[src/rtl/bit_serial_adder.sv]
// Bit-serial adder: adds a + b + cin one bit per clock, LSB first, through a single
// full-adder slice, presenting {cout,sum} with a one-cycle done pulse.
module bit_serial_adder #(
  parameter int WIDTH = 8
) (
  input  logic             clk,
  input  logic             rst_n,
  input  logic             start,
  input  logic [WIDTH-1:0] a,
  input  logic [WIDTH-1:0] b,
  input  logic             cin,
  output logic             busy,
  output logic             done,
  output logic [WIDTH-1:0] sum,
  output logic             cout
);

  localparam int CW = $clog2(WIDTH + 1);
  localparam logic [CW-1:0] LAST_CNT = CW'(WIDTH - 1);

  typedef enum logic [1:0] {
    IDLE = 2'd0,
    RUN  = 2'd1,
    DONE = 2'd2
  } state_t;

  function automatic logic [1:0] full_add(input logic x, input logic y, input logic ci);
    return {(x & y) | (x & ci) | (y & ci), x ^ y ^ ci};
  endfunction

  state_t           state_r;
  state_t           next_state_s;
  logic [WIDTH-1:0] a_sh_r;
  logic [WIDTH-1:0] b_sh_r;
  // S keeps only the WIDTH-1 partial bits; the slice supplies the last one directly
  logic [WIDTH-2:0] s_sh_r;
  logic [WIDTH-1:0] s_next_s;
  logic [WIDTH-1:0] sum_r;
  logic [CW-1:0]    cnt_r;
  logic             carry_r;
  logic             cout_r;
  logic             busy_r;
  logic             done_r;
  logic             arm_r;
  logic             load_s;
  logic             last_s;
  logic             slice_sum_s;
  logic             slice_carry_s;

  assign {slice_carry_s, slice_sum_s} = full_add(a_sh_r[0], b_sh_r[0], carry_r);
  assign s_next_s = {slice_sum_s, s_sh_r};

  // Next-state decode; start only honoured in IDLE/DONE and once armed after reset
  always_comb begin
    next_state_s = state_r;
    load_s       = 1'b0;
    last_s       = 1'b0;
    case (state_r)
      IDLE: begin
        if (start && arm_r) begin
          load_s       = 1'b1;
          next_state_s = RUN;
        end else begin
          next_state_s = IDLE;
        end
      end
      RUN: begin
        if (cnt_r == LAST_CNT) begin
          last_s       = 1'b1;
          next_state_s = DONE;
        end else begin
          next_state_s = RUN;
        end
      end
      DONE: begin
        if (start && arm_r) begin
          load_s       = 1'b1;
          next_state_s = RUN;
        end else begin
          next_state_s = IDLE;
        end
      end
      default: begin
        next_state_s = IDLE;
      end
    endcase
  end

  // State register with registered status flags
  always_ff @(posedge clk or negedge rst_n) begin
    if (!rst_n) begin
      state_r <= IDLE;
      busy_r  <= 1'b0;
      done_r  <= 1'b0;
    end else begin
      state_r <= next_state_s;
      busy_r  <= (next_state_s == RUN);
      done_r  <= (next_state_s == DONE);
    end
  end

  // Blocks start sampling on the first edge after reset release
  always_ff @(posedge clk or negedge rst_n) begin
    if (!rst_n) begin
      arm_r <= 1'b0;
    end else begin
      arm_r <= 1'b1;
    end
  end

  // Operand shifters, carry and bit counter
  always_ff @(posedge clk or negedge rst_n) begin
    if (!rst_n) begin
      a_sh_r  <= '0;
      b_sh_r  <= '0;
      s_sh_r  <= '0;
      carry_r <= 1'b0;
      cnt_r   <= '0;
    end else if (load_s) begin
      a_sh_r  <= a;
      b_sh_r  <= b;
      s_sh_r  <= '0;
      carry_r <= cin;
      cnt_r   <= '0;
    end else if (state_r == RUN) begin
      a_sh_r  <= {1'b0, a_sh_r[WIDTH-1:1]};
      b_sh_r  <= {1'b0, b_sh_r[WIDTH-1:1]};
      s_sh_r  <= s_next_s[WIDTH-1:1];
      carry_r <= slice_carry_s;
      cnt_r   <= cnt_r + 1'b1;
    end
  end

  // Result registers update only on the edge entering DONE
  always_ff @(posedge clk or negedge rst_n) begin
    if (!rst_n) begin
      sum_r  <= '0;
      cout_r <= 1'b0;
    end else if (last_s) begin
      sum_r  <= s_next_s;
      cout_r <= slice_carry_s;
    end
  end

  assign busy = busy_r;
  assign done = done_r;
  assign sum  = sum_r;
  assign cout = cout_r;

  bit_serial_adder_checker #(.WIDTH(WIDTH)) u_checker (
    .clk   (clk),
    .rst_n (rst_n),
    .busy  (busy_r),
    .done  (done_r),
    .sum   (sum_r),
    .cout  (cout_r)
  );

endmodule

// Protocol properties on the adder outputs.
module bit_serial_adder_checker #(
  parameter int WIDTH = 8
) (
  input logic             clk,
  input logic             rst_n,
  input logic             busy,
  input logic             done,
  input logic [WIDTH-1:0] sum,
  input logic             cout
);

  busy_done_exclusive: assert property (@(posedge clk) disable iff (!rst_n) !(busy && done));

  done_single_pulse: assert property (@(posedge clk) disable iff (!rst_n) done |=> !done);

  result_held: assert property (@(posedge clk) disable iff (!rst_n) !done |-> $stable({cout, sum}));

endmodule

[config.mk]
export PLATFORM = sky130hd
export DESIGN_NAME = bit_serial_adder
export DESIGN_NICKNAME = d
export VERILOG_FILES = /design/src/rtl/bit_serial_adder.sv
export SDC_FILE = /design/constraint.sdc
export NUM_CORES = 1
export LEC_CHECK = 0
export BUFFER_PORTS_ARGS = -buffer_cell sky130_fd_sc_hd__buf_2
export CAP_MARGIN = 0
export CORE_ASPECT_RATIO = 0.8
export CORE_UTILIZATION = 25
export CTS_BUF_LIST = sky130_fd_sc_hd__clkbuf_16
export CTS_CLUSTER_DIAMETER = 120
export DETAILED_ROUTE_END_ITERATION = 8
export GPL_TIMING_DRIVEN = 0
export PLACE_DENSITY = 0.39
export SLEW_MARGIN = 30
export SYNTH_ARGS = -nofsm -noshare
export SYNTH_HDL_FRONTEND = slang
export SYNTH_HIERARCHICAL = 1
export SYNTH_SLANG_ARGS = --single-unit
[constraint.sdc]
create_clock -name clk -period 1.8 [get_ports clk]
set_clock_uncertainty 0.2 [all_clocks]
set_input_delay 0.09 -clock clk [delete_from_list [all_inputs] [get_ports clk]]
set_output_delay 0.09 -clock clk [all_outputs]
set_load 0.03 [all_outputs]
==> impl_metrics.csv <==
group,metric,value,unit
outcome,outcome,"completed",
cells_and_area,fillers,704,
timing,finalCritPeriodShare,94.56,%
timing,worst_pin_slew,0.5450,ns
place,place_congestion,0.6715,
synthesis,syn_inst,170,
timing,maxSlewViolCount,0,
route,wire_per_inst,12.76,µm
cells_and_area,mostFrequentLayoutCells,"nand2_1 (50), dfrtp_1 (42), buf_2 (33)",
pwr,ir_worst_vdd,0.4659,mV
pwr,p_per_area,1659,nW/µm²
worst_setup_path,worstSetupStartpointType,"register",
clock_network,tritoncts,"yes",
cells_and_area,drive_above_1_share,24.23,%
timing,hold_viol,0,
cells_and_area,post-route-util,35.78,%
clock_network,cts.path.max_buffers,2,
floorplan,num_io_pins,31,
clock_network,htreeDepth,2,
route,routed_wl,3.968,mm
synthesis,avgSynthCellArea,10.28,µm²
pwr,total_leakage_power,1.148,nW
worst_setup_path,critical_path_arrival,1.67,ns
cells_and_area,layoutNonFillerInstCount,311,
floorplan,die_w,95.49,µm
synthesis,syn-cell-area,1748,µm²
synthesis,ys_seq_elements,42,
cells_and_area,syn_to_final_growth,34.50,%
place,place_hpwl,2.614,mm
min_path,hold_class,"in -> reg",
synthesis,yosys-top-cells-area,"dfrtp_1 (60%), nand2_1 (11%), mux2_2 (5.8%)",
worst_setup_path,worstPathMaxFanout,10,
grt,antenna_found_initial,0,
grt,track_usage,12.50,%
timing,setup_viol,0,
route,vias,1350,
cells_and_area,final_common_cell,"nand2_1",
floorplan,core,6571,µm²
cells_and_area,seqCellArea,1051,µm²
grt,met2_usage,17.71,%
clock_network,clk_pin_slew_worst_paths,0.06,ns
worst_setup_path,path_cells,"ha_1, nand2_2, nor3_4, buf_12, mux2_2",
clock_network,worstSkewPairLatency,0.28,ns
floorplan,dieArea,7332,µm²
grt,overflow,0,
route,drc,0,
synthesis,synth_top_area_share,60.13,%
worst_setup_path,slowest_delay,0.37,ns
synthesis,ys_types,24,
flow_run,maxCapViolations,0,
timing,slew_headroom,63.67,%
cells_and_area,multi_input_comb_area,653.1,µm²
clock_network,clockRootBuffer,"clkbuf_16",
route,ant_nets,0,
timing,rsz0062_at_grt,"no",
timing,fin_crit,1.702,ns
worst_setup_path,crit_type,"reg -> reg",
worst_setup_path,crit_slowest_cell,"dfrtp_1",
synthesis,synth_top_area_cell,"dfrtp_1",
route,first_iter_violations,41,
grt,use_met1,17.93,%
route,viasPerCell,4.341,
floorplan,rows,26,
cells_and_area,diodes,0,
synthesis,yosysSeqAreaShare,60.13,%
place,placed_cell_area,2006,µm²
floorplan,start_util,26.60,%
grt,grt_max_degree,43,
worst_setup_path,required,1.76,ns
route,first_pass_iters,4,
synthesis,yosys_warnings,6,
synthesis,synth_nets,192,
clock_network,cts-buffers-inserted,5,
timing,timing.setup.tns,0,ns
grt,grt-busiest-layer,"met1",
timing,fmax,587.5,MHz
cells_and_area,nets,248,
place,portBuffers,30,
grt,grt_pass1_vias,1383,
clock_network,cts_sinks,42,
worst_setup_path,r2r_setup_slack,0.1,ns
grt,grt_first_pass_wirelength,6.927,mm
worst_setup_path,cp-end-kind,"register",
grt,grt.met3_usage,4.167,%
place,place_inst,284,
floorplan,die_h,76.79,µm
cells_and_area,design_area,2351,µm²
[sequential cells by signal (all words and copies together) (netlist names)]
signal and flops:
arm_r 1, carry_r 1, cnt_r 4, busy 1, state_r 2, a_sh_r 8, done 1, s_sh_r 7
cout 1, sum 8, b_sh_r 8
[final timing paths]
check | startpoint | end | cells past startpoint
min in group asynchronous | rst_n | a_sh_r[5] | 2
worst min register to register | s_sh_r[2] | s_sh_r[1] | 2
max in group asynchronous | rst_n | b_sh_r[1] | 2
worst max register to register | cnt_r[0] | cout | 5
worst max-delay path | cnt_r[0] | cout | 5
worst min-delay path | start | cnt_r[3] | 4
[layer usage]
layer	wire (µm)	vias to the layer above
li1	-	683
met1	2128	641
met2	1640	22
met3	155	4
met4	44	0
met5	0	-
[stage by stage]
step / hold WS, ns / setup WS (ns) / power (W)
floorplan: -0.4056 / 0.1707 / 0.002613
global placement: 0.09387 / -0.1173 / 0.003051
detailed placement: -0.07919 / -0.1424 / 0.003038
CTS: 0.07565 / 0.04926 / 0.003953
global route: 0.1354 / 0.006792 / 0.004238
finish: 0.07456 / 0.09797 / 0.003901
[worst max-delay path, delay by kind of cell, from the launching register on]
kind / cells / cell delay, ns
fa+ha+maj: 1 / 0.21
mux: 1 / 0.33
buf+inv: 1 / 0.16
flops: 1 / 0.37
simple gates: 2 / 0.31
[Yosys cell counts]
master	n
nand2_1	51
dfrtp_1	42
nand3_1	14
a31oi_1	12
nor2_1	12
mux2_2	9
clkbuf_1	5
buf_2	4
a22oi_1	3
buf_1	2
mux2i_1	2
o21ai_0	2
a21o_1	1
and3b_1	1
conb_1	1
fa_1	1
ha_1	1
nand2b_4	1
nand3b_1	1
nand4_1	1
nor2b_1	1
nor3_1	1
nor3_4	1
nor3b_1	1
[power by group]
| part | leakage [nW] | switching, W | internal [W] |
|---|---|---|---|
| Combinational | 0.546 | 0.000876 | 0.000574 |
| Sequential | 0.530 | 0.000252 | 0.00135 |
| Clock | 0.0724 | 0.000344 | 0.000501 |
| Total | 1.15 | 0.00147 | 0.00243 |
[cells by family (layout without fill, tap and decap cells)]
family	Yosys count	count (layout)	synth area share, %
adder cells (fa/ha/maj)	2	2	1.861
AO/OA/AOI/OAI	18	18	6.586
other	1	1	0.2145
flip-flops	42	42	60.13
multiplexers	11	11	6.944
buffers and inverters	11	68	2.649
AND/OR/NAND/NOR	85	85	21.62
[layout make-up]
type | count | area share [%]
Tap cell | 84 | 4.470
Clock buffer | 5 | 5.322
Clock inverter | 3 | 0.5322
Sequential cell | 42 | 44.70
Timing Repair Buffer | 50 | 15.33
Buffer | 10 | 1.863
Multi-Input combinational cell | 117 | 27.78
[timing repair]
item	CTS	global route
resized for setup	0	3
buffers inserted	1	1
setup endpoints to repair	9	18
pin swaps	1	0
hold buffers	18	0
hold endpoints to repair	59	0
gates cloned	0	0
Power figures use the tool's default switching activity.
